==> src/rtl/dmem_arbiter.sv <==
// dmem_arbiter: shares the single-port data memory between the core MEM stage and the loader/DMA port.
// Define DMEM_ARB_CORE_PRIO_EN for fixed core priority; otherwise requesters are served round-robin.
module dmem_arbiter #(
  parameter int AW    = 32,
  parameter int DW    = 32,
  parameter int DEPTH = 64
) (
  input  logic          clk,
  input  logic          reset,
  input  logic          c_req,
  input  logic          c_we,
  input  logic [AW-1:0] c_addr,
  input  logic [DW-1:0] c_wd,
  output logic          c_gnt,
  output logic          c_rvalid,
  output logic [DW-1:0] c_rdata,
  output logic          c_err,
  input  logic          d_req,
  input  logic          d_we,
  input  logic [AW-1:0] d_addr,
  input  logic [DW-1:0] d_wd,
  output logic          d_gnt,
  output logic          d_rvalid,
  output logic [DW-1:0] d_rdata,
  output logic          d_err,
  output logic [AW-1:0] mem_addr,
  output logic [DW-1:0] mem_wd,
  output logic          mem_we,
  input  logic [DW-1:0] mem_rd
);

  typedef enum logic {IDLE, ACCESS} state_t;

  localparam logic [AW-1:0] LIMIT = AW'(DEPTH);

  state_t state;
  logic   ownerD;
  logic   ownWe;
  logic   ownErr;
`ifndef DMEM_ARB_CORE_PRIO_EN
  logic   lastD;
`endif

  logic          cElig;
  logic          dElig;
  logic          anyElig;
  logic          winD;
  logic          winWe;
  logic          winInRange;
  logic [AW-1:0] winAddr;
  logic [DW-1:0] winWd;

  // A requester is masked during its grant cycle so a held request is never captured twice.
  always_comb begin
    cElig   = c_req & ~c_gnt;
    dElig   = d_req & ~d_gnt;
    anyElig = cElig | dElig;
`ifdef DMEM_ARB_CORE_PRIO_EN
    winD    = ~cElig;
`else
    winD    = (cElig & dElig) ? ~lastD : dElig;
`endif
    winAddr    = winD ? d_addr : c_addr;
    winWd      = winD ? d_wd   : c_wd;
    winWe      = winD ? d_we   : c_we;
    winInRange = winAddr < LIMIT;
  end

  // Completion of the access in flight and capture of the next one can share an edge.
  always_ff @(posedge clk or posedge reset) begin
    if (reset) begin
      state    <= IDLE;
      ownerD   <= 1'b0;
      ownWe    <= 1'b0;
      ownErr   <= 1'b0;
`ifndef DMEM_ARB_CORE_PRIO_EN
      lastD    <= 1'b1;
`endif
      c_gnt    <= 1'b0;
      d_gnt    <= 1'b0;
      c_rvalid <= 1'b0;
      d_rvalid <= 1'b0;
      c_rdata  <= '0;
      d_rdata  <= '0;
      c_err    <= 1'b0;
      d_err    <= 1'b0;
      mem_addr <= '0;
      mem_wd   <= '0;
      mem_we   <= 1'b0;
    end else begin
      c_gnt    <= 1'b0;
      d_gnt    <= 1'b0;
      c_rvalid <= 1'b0;
      d_rvalid <= 1'b0;
      c_rdata  <= '0;
      d_rdata  <= '0;
      c_err    <= 1'b0;
      d_err    <= 1'b0;
      mem_we   <= 1'b0;

      if (state == ACCESS) begin
        if (ownerD) begin
          d_rvalid <= 1'b1;
          d_rdata  <= (ownErr | ownWe) ? '0 : mem_rd;
          d_err    <= ownErr;
        end else begin
          c_rvalid <= 1'b1;
          c_rdata  <= (ownErr | ownWe) ? '0 : mem_rd;
          c_err    <= ownErr;
        end
      end

      if (anyElig) begin
        mem_addr <= winAddr;
        mem_wd   <= winWd;
        mem_we   <= winWe & winInRange;
        c_gnt    <= ~winD;
        d_gnt    <= winD;
        ownerD   <= winD;
        ownWe    <= winWe;
        ownErr   <= ~winInRange;
`ifndef DMEM_ARB_CORE_PRIO_EN
        lastD    <= winD;
`endif
      end

      state <= anyElig ? ACCESS : IDLE;
    end
  end

endmodule

==> config.mk <==
export PLATFORM = sky130hd
export DESIGN_NAME = dmem_arbiter
export DESIGN_NICKNAME = d
export VERILOG_FILES = /design/src/rtl/dmem_arbiter.sv
export SDC_FILE = /design/constraint.sdc
export NUM_CORES = 1
export LEC_CHECK = 0
export CORE_MARGIN = 4
export CORE_UTILIZATION = 43
export CTS_BUF_LIST = sky130_fd_sc_hd__clkbuf_8
export CTS_CLUSTER_DIAMETER = 60
export CTS_CLUSTER_SIZE = 28
export DETAILED_ROUTE_END_ITERATION = 12
export PLACE_DENSITY = 0.88
export RECOVER_POWER = 25
export SLEW_MARGIN = 20
export SYNTH_ARGS = -nofsm -noshare
export SYNTH_HDL_FRONTEND = slang
export SYNTH_SLANG_ARGS = --single-unit
export TNS_END_PERCENT = 10
==> constraint.sdc <==
create_clock -name clk -period 9.1 [get_ports clk]
set_clock_uncertainty 0.15 [all_clocks]
set_input_delay 1.82 -clock clk [delete_from_list [all_inputs] [get_ports clk]]
set_output_delay 1.82 -clock clk [all_outputs]
set_load 0.02 [all_outputs]
* After elaboration in Yosys (flattened, before gate mapping)
Cells that the tools add are included.
Word-level totals: output and inout bits 135, bits in registers 140
Operators by class: magnitude comparators 1, mux-type cells 21, bitwise logic cells 11
Operators with widths (count):
- $mux W32 | 7
- $lt A32 B7 Y1 const B | 1
- $mux W1 | 14
- $not A1 Y1 | 5
- $and A1 B1 Y1 | 4
- $or A1 B1 Y1 | 2

* Depth between registers and ports, before layout
Gate-level depths: netlist of run 1.
depth after elaboration 8, gate-level depth with buffers 6, depth with buffers taken out 5

* Worst setup path after synthesis of run 1
Ideal clock, no wire load.
path type input port to flip-flop, start input port c_addr[6], end register mem_we, path slack 5.985 ns, arrival time 2.887 ns, data required time 8.872 ns, stages 4, library setup time 0.078 ns, cell sequence or4_1 -> a211o_1 -> o22ai_1 -> a21boi_1
On the way: word-level cells in the longest chain between the ends 4
RTL lines:
- start: declaration | RTL line 12 | input logic [AW-1:0] c_addr,
- $mux W32 | RTL line 63 | winAddr = winD ? d_addr : c_addr;
- $lt A32 B7 Y1 | RTL line 66 | winInRange = winAddr < LIMIT;
- $and A1 B1 Y1 | RTL line 116 | mem_we <= winWe & winInRange;
- $mux W1 | RTL line 113 | if (anyElig) begin
- end signal: assignment | RTL line 116
- end: declaration | RTL line 28 | output logic mem_we,
Every way passes these cells. A chain may end at the register's enable or synchronous reset.

==> results of run 1 <==
Yosys cell counts:
| master | n | share of area |
|---|---|---|
| dfrtp_1 | 139 | 0.65 |
| nand2_1 | 107 | 0.075 |
| and2_1 | 66 | 0.077 |
| a22oi_1 | 39 | 0.054 |
| mux2i_1 | 27 | 0.050 |
| o21ai_0 | 22 | 0.020 |
| clkbuf_1 | 19 | 0.013 |
| nor4_1 | 10 | 0.012 |
| buf_2 | 7 | 0.0065 |
| o21ai_1 | 5 | 0.0046 |
| nor2_1 | 3 | 0.0021 |
| inv_1 | 2 | 0.0014 |
| nand2b_1 | 2 | 0.0023 |
| nand3_1 | 2 | 0.0019 |
| nand4_1 | 2 | 0.0023 |
| or4_1 | 2 | 0.0028 |
| a211o_1 | 1 | 0.0016 |
| a21boi_1 | 1 | 0.0014 |
| a21o_1 | 1 | 0.0014 |
| a21oi_2 | 1 | 0.0016 |
| a31oi_1 | 1 | 0.0012 |
| and2b_1 | 1 | 0.0014 |
| and3_1 | 1 | 0.0012 |
| buf_1 | 1 | 0.00070 |
| dfstp_2 | 1 | 0.0049 |
| nand3b_1 | 1 | 0.0014 |
| nor2_2 | 1 | 0.0012 |
| nor2b_1 | 1 | 0.0012 |
| nor2b_4 | 1 | 0.0026 |
| nor3b_1 | 1 | 0.0014 |
| nor3b_2 | 1 | 0.0023 |
| o21a_1 | 1 | 0.0014 |
| o22ai_1 | 1 | 0.0012 |
| or4b_1 | 1 | 0.0019 |
registers in the layout, indices dropped and copies added, names as in the netlist, 32 cells and up:
register and count:
d_rdata 32, mem_addr 32, mem_wd 32, c_rdata 32
worst max-delay path by stage:
| stage | from | to | slack, ns | cells after the start |
|---|---|---|---|---|
| after floorplan | reset | c_err | 3.38 | 1 |
| after global placement | c_req | mem_addr[18] | 4.66 | 6 |
| after detailed placement | c_req | mem_addr[15] | 4.51 | 6 |
| after CTS | c_req | mem_addr[15] | 4.98 | 6 |
| after global routing | reset | mem_addr[25] | 4.41 | 3 |
| final | reset | c_rdata[15] | 4.88 | 3 |
kinds of logic after synthesis:
group,after synthesis,synth area share
AOI/OAI and AO/OA,73,0.0892
and+or+nand+nor,203,0.189
buffers and inverters,29,0.0218
DFF,140,0.650
muxes,27,0.0502
through the flow:
step	area (um^2)	util	power (mW)
final	8980	0.738	1.73
after global routing	8980	0.738	1.81
after CTS	8950	0.736	1.74
after detailed placement	8560	0.704	1.26
after global placement	8560	0.704	1.24
after floorplan	5390	-	0.979
report_power, final:
| group | internal, mW | switching (mW) | total [mW] | leakage, nW |
|---|---|---|---|---|
| Clock | 0.225 | 0.256 | 0.481 | 0.178 |
| Sequential | 0.701 | 0.0503 | 0.751 | 1.82 |
| Combinational | 0.245 | 0.251 | 0.495 | 1.93 |
| Total | 1.17 | 0.557 | 1.73 | 3.92 |
worst max-delay path, delay by kind of cell:
kind	cells	cell delay, ns
buffers and inverters	3	2.63
placed cells by master (no fill, tap or decap), drive strengths merged:
| cell | count |
|---|---|
| nor2 | 4 |
| nand2 | 107 |
| o21a | 1 |
| nand4 | 2 |
| nand3 | 2 |
| dfstp | 1 |
| a21o | 1 |
| nand2b | 2 |
| dfrtp | 139 |
| and2b | 1 |
| mux2i | 27 |
| bufinv | 1 |
| clkinv | 1 |
| a21boi | 1 |
| nor3b | 2 |
| clkdlybuf4s50 | 268 |
| and3 | 1 |
| a22oi | 39 |
| diode | 1 |
| a21oi | 1 |
| a211o | 1 |
| o21ai | 27 |
| o22ai | 1 |
| or4 | 2 |
| clkbuf | 17 |
| and2 | 66 |
| nor2b | 2 |
| or4b | 1 |
| clkinvlp | 7 |
| buf | 7 |
| nand3b | 1 |
| dlygate4sd3 | 32 |
| inv | 8 |
| nor4 | 10 |
| a31oi | 1 |
per-layer routing:
metal | part of all wire | track usage
met5 | 0 | 0
met4 | 0.028 | 0.101
met3 | 0.087 | 0.0778
met2 | 0.52 | 0.413
met1 | 0.37 | 0.254
layout make-up:
type | count | area [um^2] | area share
Antenna cell | 1 | 2.50 | 0.000279
Clock buffer | 17 | 234 | 0.0261
Clock inverter | 15 | 153 | 0.0170
Inverter | 2 | 8.76 | 0.000976
Multi-Input combinational cell | 303 | 1780 | 0.199
Sequential cell | 140 | 3500 | 0.390
Tap cell | 168 | 210 | 0.0234
Timing Repair Buffer | 307 | 3080 | 0.343
==> results.md, run 1 <==
* FF-to-FF End: mem_addr[13]
* Worst-path maximum fanout at 85
* CTS root buf: clkbuf_8
* Register bit count reported by yosys at 140
* I/O pin cnt at 301
* Core Footprint at 0.0122 mm^2
* Syn avg cell area at 11.4 um^2
* Area grow syn2layout at 66.6%
* Initial Util at 0.443
* Post-CTS resize count at 0
* DR iter-0 viols at between 200 and 300
* Share of layout cells above drive strength 1 at 0.0587
* Setup TNS at 0 ns
* Worst skew pair latency at 0.42 ns
* Register area share after synthesis at 0.650
* Synth warnings at 0
* Pwr per Cell Area at 192 mW/mm^2
* Fin cells at 953
* Mapped Area at 0.00539 mm^2
* Worst path cell trace: dlygate4sd3_1 -> clkinvlp_2 -> buf_6
* Clk buf depth at 2
* Reg2reg setup slack at 6.71 ns
* Worst Path Required at 9.42 ns
* Final count of pins violating max slew at 57
* Drt pass-1 iters at 5
* Clock-pin slew on the worst setup and hold paths at 0.08 ns
* Max-Cap Viols at 1
* Final Worst Setup Slack at between 4 and 5 ns
* WHS at 0.339 ns
* Failing checks: capacitance limit, slew limit
* Port Buffers at 300
* Via density at slightly below 5
* CP Data Arrival Time at 4.54 ns
* Syn Nets at 638
* FF-to-FF Start: d_gnt
* Vias in the first global route at between 5000 and 6000
* HP Start: mem_addr[14]
* Crit share post-route at 0.463
* Unrepaired setup endpoints after global routing: false
* Tot GR Track Use at 0.233
* Worst min-delay path class: flop to flop
* Post-Syn Instances at 472
* Die width at 120 um
* Die height at ~120 um
* Endpoints failing hold at 0
* Largest net degree at the start of global routing at 94
* # DRC at 0
* Status: complete, but fails checks
* CP Launch Type: input port
* Finish-stage setup viols at 0
* Number of cells on the worst hold path at 2
* R2R depth at 5
* CTS buffer count at 17
* Number of fillers in the final layout at 809
* Highest Clock Rate at 0.237 GHz
* Post-synth cell types at 34
* Max VDD drop at between 0.0001 and 0.00015 V
* CTS sink count at 140
* Global-route wire length before repair at 26100 um
* Worst hold endpoint: mem_addr[14]
* Post-layout min period at 4.22 ns
* Placed Cells at 919
* Pre-CTS WS at between 4 and 5 ns
* Post-CTS setup repair buffer count at 0
* Setup CP Type: input port to asynchronous set/reset pin
* # rows at 40
* Global route overflow at 0
* Net count, final at 937
* # hold bufs at CTS at 0
* Die ar. at 0.0144 mm^2
* Routed Antenna Nets at 0
* Total via count in the routed design at 4715
* Leakage power at a little under 4 nW
* Initial antenna violation count at 1
* Final GP Congestion at 0.804
* CP max-delay cell: clkinvlp_2
* H-tree levels at 4
* Tightest Pin Transition at 2.42 ns
* CTS tree: yes
* Routed wire length per instance at 17.7 um
* Critical path's largest stage delay at 1.37 ns
* HPWL after DPL at about 13000 um
* Slew margin rel. at -0.620
* CP Capture Type: asynchronous set/reset pin
* Detailed Route WL at 16900 um
No activity file was read; power rests on OpenSTA's default activity.
==> run 2, diff against run 1 <==
- CORE_UTILIZATION: 43 -> 36
- PLACE_DENSITY: 0.88 -> 0.79
- clock period: 9.1 -> 3.6 ns (I/O delays scaled with it)
==> run 2 against run 1 <==
  * Clock power grew to 2.8 times the previous value
  * The flow now finishes without violations
  * Critical path type is now input port to flop
  * Die area is 18% higher
  * Cell area is 0.91% higher
==> results.md, run 2 (synthesis results as in run 1) <==
* Status: finished clean
* CTS sink count at 140
* CTS root buf: clkbuf_8
* Reg2reg setup slack at 1.42 ns
* FF-to-FF End: mem_addr[23]
* Tightest Pin Transition at 1.25 ns
* Global-route wire length before repair at about 26000 um
* Initial antenna violation count at 0
* Global route overflow at 0
* HPWL after DPL at 13100 um
* Vias in the first global route at around 5100
* Final core utilization at 0.621
* Via density at between 4 and 5
* # DRC at 0
* DP Area at 0.00864 mm^2
* Port Buffers at 300
* CTS tree: yes
* Clock-pin slew on the worst setup and hold paths at ~0.08 ns
* Number of cells on the worst hold path at 2
* CP Launch Type: input port
* Pre-CTS WS at 0.680 ns
* Unrepaired setup endpoints after global routing: false
* Clk buf depth at 2
* Final GP Congestion at around 0.85
* Net count, final at roughly 940
* Final Cell Area at 0.00906 mm^2
* Largest net degree at the start of global routing at 57
* Core Footprint at 0.0146 mm^2
* # rows at 44
* Share of layout cells above drive strength 1 at 0.0560
* DR iter-0 viols at 144
* # diodes at 0
* # hold bufs at CTS at 0
* Endpoints failing hold at 0
* Setup TNS at 0 ns
* Detailed Route WL at 16900 um
* Pwr per Cell Area at 500 mW/mm^2
* Post-CTS setup repair buffer count at 0
* H-tree levels at 4
* Post-layout min period at about 2.5 ns
* Most common cell after layout, fill and taps aside: clkdlybuf4s50_1
* CP Capture Type: flop
* Routed Antenna Nets at 0
* R2R depth at 5
* Worst-path maximum fanout at 54
* Slew margin rel. at 0.163
* Setup CP Type: input port to flop
* Highest Clock Rate at 0.392 GHz
* Max VDD drop at between 0.0003 and 0.0004 V
* Die width at 130 um
* Crit share post-route at 0.708
* Worst skew pair latency at 0.43 ns
* Initial Util at 0.369
* Worst hold endpoint: mem_addr[20]
* Post-CTS resize count at 0
* Final Worst Setup Slack at roughly 1.1 ns
* Die height at 130 um
* Most frequent cells in the layout: clkdlybuf4s50_1 (298), dfrtp_1 (139), nand2_1 (107)
* CTS buffer count at 17
* Max-Cap Viols at 0
* Leakage power at between 3 and 4 nW
* FF-to-FF Start: d_gnt
* I/O pin cnt at 301
* Worst Path Required at between 3 and 4 ns
* HP Start: mem_addr[20]
* Worst min-delay path class: flop to flop
* Total via count in the routed design at 4650
* CP Data Arrival Time at 2.70 ns
* Area grow syn2layout at 68.1%
* Tot GR Track Use at 0.201
* Die ar. at 0.0170 mm^2
* Finish-stage setup viols at 0
* Final count of pins violating max slew at 0
* Routed wire length per instance at 17.4 um
* Drt pass-1 iters at 4
## run 2: layout make-up
cell class | instances | area (um^2)
clock buffers | 22 | 303
clock inverters | 10 | 136
fillers | 1129 | 5530
inverters | 2 | 8.76
multi-input cells | 303 | 1770
flip-flops and latches | 140 | 3500
well taps | 184 | 230
repair buffers | 309 | 3100
## run 2: power by group
part	switching [mW]	leakage, nW	internal [mW]
Clock	0.590	0.217	0.775
Combinational	0.640	1.93	0.626
Sequential	0.124	1.82	1.77
## run 2: routing by layer
layer  GRT usage  routed length [um]  vias to the layer above
met4      0.0786                 366                        0
met1       0.227                6220                     2210
met3      0.0696                1570                       29
met2       0.350                8770                      219
li1            -                   -                     2192
met5           0                   0                        -
## run 2: how the worst max path moves through the flow
stage	from	endpoint	slack, ns	cells past startpoint
floorplan	reset	c_err	0.98	1
global placement	c_req	mem_addr[31]	0.73	6
detailed placement	c_req	mem_addr[6]	0.68	6
CTS	c_req	mem_addr[23]	1.14	6
global route	d_req	mem_addr[23]	0.96	6
finish	d_req	mem_addr[23]	1.05	6
## run 2: stage by stage
step / power, mW / hold slack [ns] / instances
2_1_floorplan: 2.48 / 0.296 / 472
3_3_place_gp: 3.17 / 0.313 / 938
3_5_place_dp: 3.20 / 0.324 / 938
4_1_cts: 4.59 / 0.342 / 970
5_1_grt: 4.75 / 0.357 / 970
6_report: 4.53 / 0.337 / 970
## run 2: critical path, cell delays in order
cell,delay [ns]
dlygate4sd3_1,0.55
nand2b_1,0.13
a21oi_4,0.58
buf_12,0.35
mux2i_1,0.26
o21ai_0,0.09
==> run 3, diff against run 2 <==
- CORE_UTILIZATION: 36 -> 40
- PLACE_DENSITY: 0.79 -> 0.83
- clock period: 3.6 -> 2.6 ns (I/O delays scaled with it)
==> run 3 against run 2 <==
  * Power increased by 35%
  * Sequential power increased by 38%
  * Core utilization increased by 6.1 points
  * Combinational power increased by 38%
  * Critical path depth decreased by 5
  * Global-route usage increased by 0.30 points
  * Clock power increased by 27%
  * Largest cell class unchanged
  * Wire length decreased by 6.4%
  * Count of clock-buffer cells in the layout decreased by 5
  * Setup slack got worse by 0.66 ns
  * Worst hold slack got worse by 0.010 ns
  * Via count decreased by 0.34%
==> results.md, run 3 (synthesis results as in run 1) <==
* Status: finished clean
* Slew margin rel. at 0.144
* Area grow syn2layout at 67.7%
* Final Worst Setup Slack at 0.390 ns
* Final Cell Area at between 0.009 and 0.01 mm^2
* # hold bufs at CTS at 0
* Post-CTS setup repair buffer count at 0
* Vias in the first global route at between 4000 and 5000
* CP max-delay cell: clkdlybuf4s50_1
* Global-route wire length before repair at 23600 um
* Crit-path leading delay family: buffers and inverters
* Finish-stage setup viols at 0
* Die width at 124 um
* Tightest Pin Transition at 1.28 ns
* # rows at 42
* Drt pass-1 iters at 4
* I/O pin cnt at around 300
* Endpoints failing hold at 0
* Post-CTS resize count at 0
* Port Buffers at 300
* CP Capture Type: output pin
* Worst-path maximum fanout at 4
* Most frequent cells in the layout: clkdlybuf4s50_1 (298), dfrtp_1 (139), nand2_1 (107)
* Final GP Congestion at ~0.86
* Via density at roughly 4.8
* Final count of pins violating max slew at 0
* Clock-pin slew on the worst setup and hold paths at 0.08 ns
* Total via count in the routed design at around 4600
* Setup CP Type: flop to output pin
* Pwr Total at 6.11 mW
* Max VDD drop at 0.000358 V
* Worst path cell trace: clkdlybuf4s50_1
* # DRC at 0
* Number of fillers in the final layout at 1007
* Unrepaired setup endpoints after global routing: false
* Die ar. at 0.0154 mm^2
* CTS sink count at 140
* Clk buf depth at 2
* Routed Antenna Nets at 0
* Highest Clock Rate at 0.453 GHz
* CTS buffer count at 17
* CTS root buf: clkbuf_8
* Max-Cap Viols at 0
* Detailed Route WL at 15800 um
* Worst Path Buf+Inv at 1
* Initial antenna violation count at 1
* Largest net degree at the start of global routing at 100
* Die height at 124 um
* Worst Path Required at 1.93 ns
* DR iter-0 viols at 171
* WHS at 0.327 ns
* CP Data Arrival Time at 1.54 ns
* Placed Cells at 929
* Most common cell after layout, fill and taps aside: clkdlybuf4s50_1
* HPWL after DPL at 12300 um
* Pwr per Cell Area at 676 mW/mm^2
* Initial Util at 0.407
* Fin cells at 962
* Critical path's largest stage delay at roughly 0.68 ns
* Worst skew pair latency at approximately 0.43 ns
* Leakage power at between 3 and 4 nW
* CP Launch Type: flop
* Worst min-delay path class: flop to flop
* Net count, final at 938
* Routed wire length per instance at 16.5 um
* Core Footprint at approximately 0.013 mm^2
* Share of layout cells above drive strength 1 at 0.0599
* CTS tree: yes
* H-tree levels at 4
* Final core utilization at 0.682
* Post-layout min period at between 2 and 2.5 ns
* Crit share post-route at 0.850
* Pre-CTS WS at 0.102 ns
* Setup TNS at 0 ns
* DP Area at ~0.0086 mm^2
* Tot GR Track Use at 0.204
* Global route overflow at 0
## run 3: changes by cell type in the layout (fill, tap and decap cells not counted), sizes merged
cell / previous run / this run
bufinv: 3 / 2
clkinvlp: 4 / 6
diode: 0 / 1
inv: 1 / 5
clkbuf: 24 / 18
## run 3: final timing paths
check / cells past startpoint / slack, ns / start / end
setup / recovery: 1 / 0.39 / c_gnt / c_gnt
hold / removal: 2 / 0.33 / mem_addr[20] / mem_addr[20]
min in group asynchronous: 3 / 0.57 / reset / mem_wd[2]
max in group asynchronous: 3 / 0.59 / reset / mem_addr[21]
setup reg to reg: 5 / 0.92 / d_gnt / mem_addr[7]
hold reg to reg: 2 / 0.33 / mem_addr[20] / mem_addr[20]
## run 3: per-layer routing
metal | track usage | up-vias | routed length, um
li1 | - | 2197 | -
met1 | 0.211 | 2170 | 5580
met2 | 0.357 | 224 | 8130
met3 | 0.0881 | 43 | 1690
met4 | 0.0903 | 0 | 435
met5 | 0 | - | 0
## run 3: layout make-up
class	count	area, um^2	share of cell area
clock inverters	15	165	0.0183
multi-input cells	303	1780	0.197
flip-flops and latches	140	3500	0.388
well taps	176	220	0.0244
diodes	1	2.50	0.000277
repair buffers	308	3110	0.345
clock buffers	17	234	0.0259
inverters	2	11.3	0.00125
## run 3: where the power goes
group          total (mW)  leakage [nW]  switching (mW)  internal, mW
Clock                1.74         0.188           0.870         0.867
Combinational        1.75          1.96           0.873         0.880
Sequential           2.62          1.82           0.165          2.45
